--- src/rtl/pc_unit_if.sv ---
// Fetch-stage bus between the pipeline control and pc_unit.
// Exception signals (exc_req/epc) exist only when PC_EXC_EN is defined.
interface pc_unit_if #(
  parameter int WIDTH = 32,
  parameter int IMM_W = 16
);
  logic             stall;
  logic             br_taken;
  logic [IMM_W-1:0] br_imm;
  logic             jump;
  logic [25:0]      jmp_target;
  logic [WIDTH-1:0] pc;
  logic [WIDTH-1:0] pc_plus;
  logic             pc_valid;
  logic             flush;
  logic             misalign;
`ifdef PC_EXC_EN
  logic             exc_req;
  logic [WIDTH-1:0] epc;
`endif

  modport master (
    output stall, br_taken, br_imm, jump, jmp_target,
`ifdef PC_EXC_EN
    output exc_req, input epc,
`endif
    input  pc, pc_plus, pc_valid, flush, misalign
  );

  modport slave (
    input  stall, br_taken, br_imm, jump, jmp_target,
`ifdef PC_EXC_EN
    input  exc_req, output epc,
`endif
    output pc, pc_plus, pc_valid, flush, misalign
  );
endinterface

--- src/rtl/pc_unit.sv ---
// Program-counter unit for the mips fetch stage: next-PC selection plus a
// BOOT/RUN/HOLD/FLUSH validity FSM. Optional exception redirect: PC_EXC_EN.
module pc_unit #(
  parameter int               WIDTH     = 32,
  parameter int               STEP      = 4,
  parameter logic [WIDTH-1:0] RESET_VEC = '0,
  parameter int               IMM_W     = 16
`ifdef PC_EXC_EN
  ,
  parameter logic [WIDTH-1:0] EXC_VEC   = 32'h0000_0180
`endif
) (
  input  logic     clk,
  input  logic     rst_n,
  pc_unit_if.slave bus
);

  typedef enum logic [1:0] {BOOT, RUN, HOLD, FLUSH} state_t;

  state_t           state_reg;
  logic [WIDTH-1:0] pc_reg;
  logic             pc_valid_reg;
  logic             flush_reg;
  logic             misalign_reg;
`ifdef PC_EXC_EN
  logic [WIDTH-1:0] epc_reg;
`endif

  logic [WIDTH-1:0] pc_plus_w;
  logic [WIDTH-1:0] br_offset;
  logic [WIDTH-1:0] branch_target;
  logic [WIDTH-1:0] jump_target;
  logic             redirect_next;
  logic [WIDTH-1:0] target_next;

  assign pc_plus_w = pc_reg + WIDTH'(STEP);

  // Word offset sign-extended and scaled by 4; bits beyond the immediate
  // replicate its sign bit.
  genvar gi;
  generate
    for (gi = 0; gi < WIDTH; gi++) begin : g_off
      if (gi < 2) begin : g_zero
        assign br_offset[gi] = 1'b0;
      end else if (gi - 2 < IMM_W) begin : g_imm
        assign br_offset[gi] = bus.br_imm[gi-2];
      end else begin : g_sign
        assign br_offset[gi] = bus.br_imm[IMM_W-1];
      end
    end

    if (WIDTH > 28) begin : g_jmp_region
      assign jump_target = {pc_plus_w[WIDTH-1:28], bus.jmp_target, 2'b00};
    end else begin : g_jmp_flat
      assign jump_target = {bus.jmp_target, 2'b00};
    end
  endgenerate

  assign branch_target = pc_plus_w + br_offset;

  always_comb begin
    redirect_next = bus.jump | bus.br_taken;
    target_next   = bus.jump ? jump_target : branch_target;
`ifdef PC_EXC_EN
    if (bus.exc_req) begin
      redirect_next = 1'b1;
      target_next   = EXC_VEC;
    end
`endif
  end

  always_ff @(posedge clk or negedge rst_n) begin
    if (!rst_n) begin
      state_reg    <= BOOT;
      pc_reg       <= RESET_VEC;
      pc_valid_reg <= 1'b0;
      flush_reg    <= 1'b0;
      misalign_reg <= 1'b0;
`ifdef PC_EXC_EN
      epc_reg      <= '0;
`endif
    end else begin
      case (state_reg)
        BOOT: begin
          state_reg    <= RUN;
          pc_valid_reg <= 1'b1;
          flush_reg    <= 1'b0;
        end
        default: begin
          if (redirect_next) begin
            pc_reg <= {target_next[WIDTH-1:2], 2'b00};
            if (|target_next[1:0]) misalign_reg <= 1'b1;
`ifdef PC_EXC_EN
            if (bus.exc_req) epc_reg <= pc_reg;
`endif
            state_reg    <= FLUSH;
            pc_valid_reg <= 1'b0;
            flush_reg    <= 1'b1;
          end else if (bus.stall) begin
            state_reg    <= HOLD;
            pc_valid_reg <= 1'b1;
            flush_reg    <= 1'b0;
          end else begin
            // After a bubble the redirect target itself is fetched next.
            if (state_reg != FLUSH) pc_reg <= pc_plus_w;
            state_reg    <= RUN;
            pc_valid_reg <= 1'b1;
            flush_reg    <= 1'b0;
          end
        end
      endcase
    end
  end

  assign bus.pc       = pc_reg;
  assign bus.pc_plus  = pc_plus_w;
  assign bus.pc_valid = pc_valid_reg;
  assign bus.flush    = flush_reg;
  assign bus.misalign = misalign_reg;
`ifdef PC_EXC_EN
  assign bus.epc      = epc_reg;
`endif

endmodule

--- src/flat_wrapper.sv ---
// flat-port wrapper written by rule: the top's interface ports become plain ports
module pc_unit_flat 
#(
  parameter int               WIDTH     = 32,
  parameter int               STEP      = 4,
  parameter logic [WIDTH-1:0] RESET_VEC = '0,
  parameter int               IMM_W     = 16

)
  (clk, rst_n, bus_stall, bus_br_taken, bus_br_imm, bus_jump, bus_jmp_target, bus_pc, bus_pc_plus, bus_pc_valid, bus_flush, bus_misalign);
  pc_unit_if #(.WIDTH(WIDTH), .IMM_W(IMM_W)) bus_i ();
  input  logic clk;
  input  logic rst_n;
  input wire logic [$bits(bus_i.stall)-1:0] bus_stall;
  input wire logic [$bits(bus_i.br_taken)-1:0] bus_br_taken;
  input wire logic [$bits(bus_i.br_imm)-1:0] bus_br_imm;
  input wire logic [$bits(bus_i.jump)-1:0] bus_jump;
  input wire logic [$bits(bus_i.jmp_target)-1:0] bus_jmp_target;
  output wire logic [$bits(bus_i.pc)-1:0] bus_pc;
  output wire logic [$bits(bus_i.pc_plus)-1:0] bus_pc_plus;
  output wire logic [$bits(bus_i.pc_valid)-1:0] bus_pc_valid;
  output wire logic [$bits(bus_i.flush)-1:0] bus_flush;
  output wire logic [$bits(bus_i.misalign)-1:0] bus_misalign;
  assign bus_i.stall = bus_stall;
  assign bus_i.br_taken = bus_br_taken;
  assign bus_i.br_imm = bus_br_imm;
  assign bus_i.jump = bus_jump;
  assign bus_i.jmp_target = bus_jmp_target;
  assign bus_pc = bus_i.pc;
  assign bus_pc_plus = bus_i.pc_plus;
  assign bus_pc_valid = bus_i.pc_valid;
  assign bus_flush = bus_i.flush;
  assign bus_misalign = bus_i.misalign;
  pc_unit #(.WIDTH(WIDTH), .STEP(STEP), .RESET_VEC(RESET_VEC), .IMM_W(IMM_W)) u_core (.clk(clk), .rst_n(rst_n), .bus(bus_i));
endmodule
--- config.mk ---
export PLATFORM = sky130hd
export DESIGN_NAME = pc_unit_flat
export DESIGN_NICKNAME = d
export VERILOG_FILES = /design/src/rtl/pc_unit_if.sv /design/src/rtl/pc_unit.sv /design/src/flat_wrapper.sv
export SDC_FILE = /design/constraint.sdc
export NUM_CORES = 1
export LEC_CHECK = 0
export ABC_AREA = 1
export BUFFER_PORTS_ARGS = -buffer_cell sky130_fd_sc_hd__buf_2
export CAP_MARGIN = 15
export CORE_MARGIN = 4
export CORE_UTILIZATION = 50
export CTS_CLUSTER_SIZE = 25
export DETAILED_ROUTE_END_ITERATION = 7
export GPL_ROUTABILITY_DRIVEN = 0
export PLACE_DENSITY = 0.75
export SYNTH_ARGS = -nofsm -noshare
export SYNTH_HDL_FRONTEND = slang
export SYNTH_SLANG_ARGS = --single-unit
--- constraint.sdc ---
create_clock -name clk -period 3.1 [get_ports clk]
set_clock_uncertainty 0.1 [all_clocks]
set_input_delay 0.465 -clock clk [delete_from_list [all_inputs] [get_ports clk]]
set_output_delay 0.465 -clock clk [all_outputs]
set_load 0.02 [all_outputs]
# == Word level (Yosys, flattened, before mapping) ==
# Index checks and enable logic that the tools add are counted.
# word_totals
latch_bits,0
elab_cells,27
mem_bits_ro,0
ram_bits,0
memories,0
reg_bits,37
inputBits,47
# op_classes
multipliers,0
n_reduce_logical,5
div_mod_pow,0
n_shift,0
n_bitwise,2
magnitude_cmp,0
n_mux,11
eq_ne,2
add_sub_neg,2
# ops
operator,n
two-way mux 32 bit,4
adder 32 x 3 -> 32 bit (second input constant),1
adder 32 bit,1
two-way mux 2 bit,3
AND reduction 3 bit,2
two-way mux 1 bit,4
zero test 2 bit,1
!= test 2 x 1 -> 1 bit (second input constant),1
!= test 2 bit (second input constant),1
nonzero test 2 bit,1
OR reduction 2 bit,1
inverter 1 bit,1
OR 1 bit,1

# == Depth between registers and ports, before layout ==
# Gate-level depths: netlist of run 1.
# depth
ltp_word,5
depth_mapped,23
mapped_depth_nobuf,23

# == Least setup slack after synthesis of run 1 ==
# OpenSTA, ideal clock, no wires.
# synth_path
kind,reg2reg
start,register u_core.pc_reg[3] (netlist: u_core.bus.pc[3])
end,register u_core.pc_reg[27] (netlist: u_core.bus.pc[27])
setup_ps,77
path_stages_with_launch,16
setup_slack_ps,83
n_path_buf,0
synth_period_minus_slack_ps,3017
arrival_ps,2840
t_required_ps,2923
path_cell_list,dfrtp_1 > ha_1 > nand3_1 > nor4_1 > nand3b_1 > and2_1 > ha_1 > a21oi_1 > nand2_1 > a21oi_1 > nor2_1 > nor2_1 > nand2_1 > nand2_1 > nand3_1 > a21oi_1
# synth_via
elab_chain_len,4
# synth_rtl
element,line,source
from (decl),pc_unit.sv:21,logic [WIDTH-1:0] pc_reg;
from (signal assigned),pc_unit.sv:91,"pc_reg <= {target_next[WIDTH-1:2], 2'b00};"
from (signal assigned),pc_unit.sv:105,if (state_reg != FLUSH) pc_reg <= pc_plus_w;
adder 32 x 3 -> 32 bit,pc_unit.sv:36,assign pc_plus_w = pc_reg + WIDTH'(STEP);
named net bus_pc_plus[18],flat_wrapper.sv:20,output wire logic [$bits(bus_i.pc_plus)-1:0] bus_pc_plus;
adder 32 bit,pc_unit.sv:59,assign branch_target = pc_plus_w + br_offset;
two-way mux 32 bit,pc_unit.sv:63,target_next = bus.jump ? jump_target : branch_target;
two-way mux 32 bit,pc_unit.sv:90,if (redirect_next) begin
# The timed path passes the listed nets, and every way through them passes these cells. The select of a mux whose other input is x is not followed.
# A chain may end at the register's enable or synchronous reset.

# == Worst setup path in the final report of run 1 ==
# layout_path
start,register u_core.pc_reg[11] (netlist: u_core.bus.pc[11])
end,register u_core.pc_reg[30] (netlist: u_core.bus.pc[30])
# layout_via
elab_chain_len,4
# layout_rtl
element,line
adder 32 x 3 -> 32 bit (*),pc_unit.sv:36
adder 32 bit / two-way mux 32 bit (equally long branches),"pc_unit.sv:59, pc_unit.sv:105"
"two-way mux 32 bit, on equally long branches","pc_unit.sv:63, pc_unit.sv:99"
two-way mux 32 bit (*),pc_unit.sv:90
# Every way passes the cells marked *; elsewhere a longest branch is shown, timed or not. The select of a mux whose other input is x is not followed.

==> results of run 1 <==
[final timing paths]
kind	end	startpoint	slack (ns)
setup / recovery	u_core.bus.pc[30]$_DFFE_PN0P_	u_core.bus.pc[11]$_DFFE_PN0P_	0.15
max in group asynchronous	u_core.bus.pc[16]$_DFFE_PN0P_	rst_n	2.17
min in group clk	u_core.bus.misalign$_DFFE_PN0P_	u_core.bus.misalign$_DFFE_PN0P_	0.27
setup reg to reg	u_core.bus.pc[30]$_DFFE_PN0P_	u_core.bus.pc[11]$_DFFE_PN0P_	0.15
hold reg to reg	u_core.bus.misalign$_DFFE_PN0P_	u_core.bus.misalign$_DFFE_PN0P_	0.27
hold / removal	u_core.bus.pc[2]$_DFFE_PN0P_	rst_n	0.15
[kinds of logic after synthesis]
kind of cell,count (synthesis),synth area share
xor gates and xnor gates,14,0.02485
other,1,0.0007599
buffers and inverters,144,0.1156
and+or+nand+nor,482,0.4414
AOI/OAI and AO/OA,126,0.1445
DFF,35,0.1775
adders and majority gates,37,0.09533
[synthesized netlist by cell type, types with 2 or more instances]
cell	count	area share
nand2_1	264	0.20
inv_1	119	0.091
nor2_1	79	0.060
nand3_1	69	0.070
a21oi_1	66	0.067
ha_1	36	0.091
dfrtp_1	35	0.18
o21ai_0	23	0.023
nand4_1	14	0.018
xor2_1	12	0.021
and2_1	11	0.014
clkbuf_1	10	0.0076
a31oi_1	9	0.011
nand2_2	9	0.011
buf_4	7	0.011
nor2_2	7	0.0089
nand3b_1	6	0.0091
nor3_1	6	0.0061
o21ai_1	6	0.0061
o21bai_1	6	0.0091
a21oi_2	5	0.0089
inv_2	5	0.0038
nor2_4	5	0.011
a32oi_1	3	0.0053
buf_2	3	0.0030
nand3_2	3	0.0061
nor3_4	3	0.0099
a21o_1	2	0.0030
a22oi_1	2	0.0030
nand2_4	2	0.0046
nor2_8	2	0.0081
xnor2_1	2	0.0036
[stage by stage]
stage	setup WS (ns)	hold slack, ns
after CTS	0.03015	0.1916
final	0.1450	0.1515
after global routing	-0.06571	0.2295
after floorplan	0.08250	0.06941
after detailed placement	0.05554	0.2611
after global placement	0.04783	0.2606
[power by group]
part | internal (mW) | switching (mW) | leakage, nW
Sequential | 0.556 | 0.159 | 0.399
Combinational | 0.922 | 1.73 | 2.89
Clock | 0.175 | 0.177 | 0.0470
Total | 1.65 | 2.07 | 3.33
[metal layers]
metal  share of wire  wire length (um)
met1            0.43              7672
met2            0.45              8022
met3            0.10              1808
met4           0.019               338
met5               0                 0
[area by class of cell]
class | instances | area, um^2
Tap cell | 129 | 161.4
Timing Repair Buffer | 150 | 853.3
Multi-Input combinational cell | 663 | 3824
Fill cell | 917 | 3142
Sequential cell | 35 | 882.1
Clock buffer | 6 | 82.58
Inverter | 124 | 465.4
Clock inverter | 1 | 5.005
[critical path: stages, from the launching register on]
cell,delay [ns]
dfrtp_1,0.44
nand2_1,0.17
nor2_4,0.21
nand2_2,0.11
nor3_4,0.26
nand2_1,0.07
and2_2,0.24
ha_1,0.35
a21oi_2,0.16
o21ai_1,0.12
nand2_1,0.08
nand2_1,0.08
a21oi_2,0.16
nand2_1,0.06
nand2_1,0.05
nand3_1,0.08
nand2_1,0.07
nand2_1,0.04
[repair_timing]
item                                    4_1_cts  5_1_grt
hold endpoints to repair                      0        0
buffers inserted                              0       10
hold buffers                                  0        0
endpoints found under the setup margin        0       20
resized for setup                             0       85
==> summary.md, run 1 <==
| Metric | Value |
|---|---|
| Clock-pin slew on the worst setup and hold paths | 0.08 ns |
| Synth Flop Type | dfrtp_1 |
| Peak supply drop | roughly 0.00029 V |
| Number of global-route vias before repair | 5,293 |
| Rows | 35 |
| Finished Cell Area | 6274 um^2 |
| Post-Syn Area | approximately 5000 um^2 |
| Area grow syn2layout | 27.13% |
| # IOs | 114 |
| Dpl cell area | 5781 um^2 |
| Number of synthesized flops with an enable pin | 0 |
| Status | finished, final reports clean |
| Power Density | around 590 nW/um^2 |
| Non-filler instance count after layout | 1,108 |
| Total gr overflow | 0 |
| Max Buffers Root-to-Sink | 2 |
| Port bufs | 109 |
| Final hold violations | 0 |
| GR Util All Layers | 0.2972 |
| Routed WL per cell | about 16 um |
| Initial antenna violation count | 0 |
| Max reg flops | 30 |
| GR met2 Demand/Resource | 0.4517 |
| Slew HR | 0.4473 |
| Post-route setup TNS | 0 ns |
| Period Utilization, post-route | 0.9532 |
| Worst Path Required | 3.19 ns |
| Total number of vias | between 5,000 and 6,000 |
| First-pass detailed-route iteration total | 5 |
| First-pass GRT wire length | 27.06 mm |
| Worst hold path class | in -> async |
| Avg Cell Area, Syn | slightly below 6 um^2 |
| CP startpoint kind | register |
| Fmax achieved | 338.4 MHz |
| Number of DRC markers in iteration 0 | approximately 520 |
| Distinct cell type count after synthesis | 40 |
| DRT antenna net count | 0 |
| Global route hottest layer | met2 |
| RSZ-0062 raised after global routing | yes |
| Total Wirelength | ~18 mm |
| Minimum clock period | between 2 and 3 ns |
| Layout cells sized above 1 | 0.2768 |
| HPWL Detailed | 14.27 mm |
| N_diodes | 0 |
| GRT met1 Usage | 0.4352 |
| Core area | 9415 um^2 |
| Clock Latency Late Sink | 0.30 ns |
| Placed Cells | around 1,100 |
| Crit path arrival time | approximately 3.1 ns |
| Die Area | 11,520 um^2 |
| Width of the die | 107.3 um |
| Setup violations, final | 0 |
| Critical path class | reg -> reg |
| TritonCTS buffer count | 5 |
| Clk sinks | 35 |
| Flops & latches, synth | 35 |
| Root buffer cell | clkbuf_8 |
| Synth warn | 0 |
| Routed vias/inst | 5.371 |
| Synth Instances | 839 |
| Nets | 1,063 |
| Pin count of the biggest net entering global routing | 36 |
| Leak | 3.334 nW |
| Worst r2r path cells | 17 |
| Starting Density | 0.5241 |
| Crit end category | register |
| Crit path max fanout | 6 |
| Final Power | 3.719 mW |
| GR Layer Usage met3 | 0.03899 |
| Residual DRC | 0 |
| Seq/Total Area, Yosys | 0.1775 |
| Die H | 107.3 um |
| Ys async rst share | 1.000 |
| Slew Limit Fails | 0 |
| Finished Core Util | 0.6663 |
| CTS tree | yes |
| Commonest cells after routing, fill and taps aside | nand2_1 (256), inv_1 (117), buf_2 (109) |
| Least-Margin Pin Slew | about 0.83 ns |
| Commonest non-fill, non-tap cell in the layout | nand2_1 |
| Number of max-cap violations | 0 |
| Htree depth | 2 |
No activity file was read; power rests on OpenSTA's default activity.
==> inputs of run 2 (changes only) <==
--- a/config.mk
+++ b/config.mk
@@ -9,11 +9,11 @@
 export BUFFER_PORTS_ARGS = -buffer_cell sky130_fd_sc_hd__buf_2
 export CAP_MARGIN = 15
 export CORE_MARGIN = 4
-export CORE_UTILIZATION = 50
+export CORE_UTILIZATION = 51
 export CTS_CLUSTER_SIZE = 25
 export DETAILED_ROUTE_END_ITERATION = 7
 export GPL_ROUTABILITY_DRIVEN = 0
-export PLACE_DENSITY = 0.75
+export PLACE_DENSITY = 0.79
 export SYNTH_ARGS = -nofsm -noshare
 export SYNTH_HDL_FRONTEND = slang
 export SYNTH_SLANG_ARGS = --single-unit
==> constraint.sdc (replaced) <==
create_clock -name clk -period 2.6 [get_ports clk]
set_clock_uncertainty 0.1 [all_clocks]
set_input_delay 0.39 -clock clk [delete_from_list [all_inputs] [get_ports clk]]
set_output_delay 0.39 -clock clk [all_outputs]
set_load 0.02 [all_outputs]
==> run 2 against run 1 <==
Against the previous run: largest power group unchanged; worst setup slack worse by 0.72 ns; combinational power is 87% higher; final cell count grew 13%; non-clock buffer count up 138; the run now ends with design-rule violations, negative setup slack left; clock power rose by 12%; sequential share of layout area fell by 3.2 points; critical path type unchanged; critical endpoint is now u_core.bus.pc[25]$_DFFE_PN0P_; routed wire length rose by 48%; critical path depth shrank 2; sequential power increased by 18%.
==> summary.md, run 2 (synthesis results as in run 1) <==
| Metric | Value |
|---|---|
| Final hold violations | 0 |
| Crit end category | register |
| CP startpoint kind | register |
| Crit path max fanout | 5 |
| Crit path arrival time | 3.30 ns |
| Number of global-route vias before repair | 6,514 |
| Multi-input logic area | 4683 um^2 |
| Die Area | 11,310 um^2 |
| Number of max-cap violations | 0 |
| Status | finished with violations |
| Clock Latency Late Sink | around 0.30 ns |
| Fill count | 445 |
| Rows | 35 |
| Total gr overflow | 0 |
| Peak supply drop | 0.0006841 V |
| Leak | 4.152 nW |
| Fmax achieved | between 300 and 400 MHz |
| Final critical-path setup slack | -0.5745 ns |
| Core area | 9328 um^2 |
| Residual DRC | 7 |
| Total number of vias | 7,754 |
| Root buffer cell | clkbuf_8 |
| First-pass detailed-route iteration total | 8 |
| Most common cell on crit path | buf_4 |
| N_diodes | 0 |
| Final Power | 6.193 mW |
| Cells along the critical path | nand2_2 -> buf_4 -> buf_4 -> nor4_4 -> nand3b_1 -> and2_4 -> ha_4 -> nand2_4 -> buf_4 -> nor2_2 -> and2_1 -> nand3_1 -> nand4_1 -> nand3_1 -> a21oi_1 |
| HPWL Detailed | between 15 and 20 mm |
| Commonest non-fill, non-tap cell in the layout | nand2_1 |
| Setup violations, final | 32 |
| TritonCTS buffer count | 5 |
| # IOs | around 110 |
| Violated checks | design-rule violations, negative setup slack |
| Hold Buf Count CTS | 0 |
| Max Buffers Root-to-Sink | 2 |
| Power Density | 751.2 nW/um^2 |
| Slew Limit Fails | 0 |
| Htree depth | 2 |
| Max reg flops | 30 |
| DRT antenna net count | 0 |
| Pin count of the biggest net entering global routing | 36 |
| Die H | 106.4 um |
| Post-route setup TNS | -9.354 ns |
| Period Utilization, post-route | 1.221 |
| Clock-pin slew on the worst setup and hold paths | 0.08 ns |
| Biggest cell delay along the critical path | 0.43 ns |
| Clk sinks | 35 |
| Width of the die | 106.4 um |
| Total Wirelength | 26.33 mm |
| GR Util All Layers | 0.3633 |
| Area grow syn2layout | 67.06% |
| Commonest cells after routing, fill and taps aside | nand2_1 (219), buf_4 (173), inv_1 (105), buf_2 (105), nand3_1 (59) |
| Critical path class | reg -> reg |
| Port bufs | between 100 and 150 |
| FF+latch area | 898.4 um^2 |
| Routed vias/inst | 6.218 |
| Slew HR | 0.4270 |
| Routed WL per cell | 21.12 um |
| Number of DRC markers in iteration 0 | 1,184 |
| Worst Path Required | 2.72 ns |
| First-pass GRT wire length | 32.66 mm |
| Minimum clock period | about 3.2 ns |
| Initial antenna violation count | 0 |
| Worst hold path class | in -> async |
| Layout cells sized above 1 | 0.4812 |
| RSZ-0062 raised after global routing | yes |
| Least-Margin Pin Slew | 0.8594 ns |
| CTS tree | yes |
| CP max-delay cell | dfrtp_2 |
| Hold slack | 0.09820 ns |
| Starting Density | 0.5290 |
| Nets | between 1,000 and 1,500 |
run 2: changes by cell type in the layout (fill, tap and decap cells not counted), sizes merged:
cell	before	now
buf	150	288
clkbuf	6	7
run 2: final cells by class:
| cell class | instances | share of cell area |
|---|---|---|
| clock buffers | 7 | 0.009258 |
| repair buffers | 288 | 0.2371 |
| clock inverters | 1 | 0.0006071 |
| flip-flops and latches | 35 | 0.1090 |
| multi-input cells | 663 | 0.5681 |
| inverters | 124 | 0.05646 |
| well taps | 129 | 0.01958 |
run 2: path summary, 6_finish.rpt:
path                       cells after the start                       startpoint                              end  slack (ns)
max                                           15     u_core.bus.pc[8]$_DFFE_PN0P_    u_core.bus.pc[25]$_DFFE_PN0P_       -0.57
min                                            1                            rst_n     u_core.bus.pc[5]$_DFFE_PN0P_         0.1
max reg2reg                                   15     u_core.bus.pc[8]$_DFFE_PN0P_    u_core.bus.pc[25]$_DFFE_PN0P_       -0.57
min reg2reg                                    0  u_core.bus.misalign$_DFFE_PN0P_  u_core.bus.misalign$_DFFE_PN0P_        0.28
max in group asynchronous                      1                            rst_n    u_core.bus.pc[15]$_DFFE_PN0P_        1.70
min in group clk                               2                        bus_stall    u_core.state_reg[0]$_DFF_PN0_        0.21
run 2: timing repair:
| item | CTS | global route |
|---|---|---|
| endpoints found under the setup margin | 23 | 32 |
| setup buffers | 14 | 18 |
| resized for setup | 68 | 133 |
| pin swaps | 23 | 60 |
| cloned | 0 | 0 |
run 2: routing by layer:
layer,share of wire,up-vias,global-route usage
met3,0.14,262,0.04857
met5,0,-,0
li1,-,3241,-
met1,0.34,3488,0.4891
met4,0.082,0,0.1295
met2,0.44,763,0.5950
run 2: through the flow:
step | area (um^2) | instances | setup slack, ns | utilization
finish | 8244 | 1247 | -0.5745 | 0.8838
global route | 8244 | 1247 | -0.6202 | 0.8838
CTS | 7571 | 1230 | -0.1658 | 0.8117
detailed placement | 7053 | 1208 | -0.3304 | 0.7561
global placement | 7053 | 1208 | -0.3183 | 0.7561
floorplan | 5319 | 842 | -0.07784 | -
run 2: report_power, final:
group	internal (mW)	switching, mW	leakage [nW]	total [mW]
clock	0.188	0.208	0.0422	0.396
combinational	2.03	2.92	3.72	4.95
sequential	0.672	0.174	0.386	0.846
total	2.89	3.30	4.15	6.19
run 2: critical path, delay by kind of cell, from the launching register on:
family / cells / cell delay [ns]
AND/OR/NAND/NOR: 10 / 1.63
adder cells (fa/ha/maj): 1 / 0.33
buffers and inverters: 3 / 0.42
flip-flops: 1 / 0.43
AO/OA/AOI/OAI: 1 / 0.17
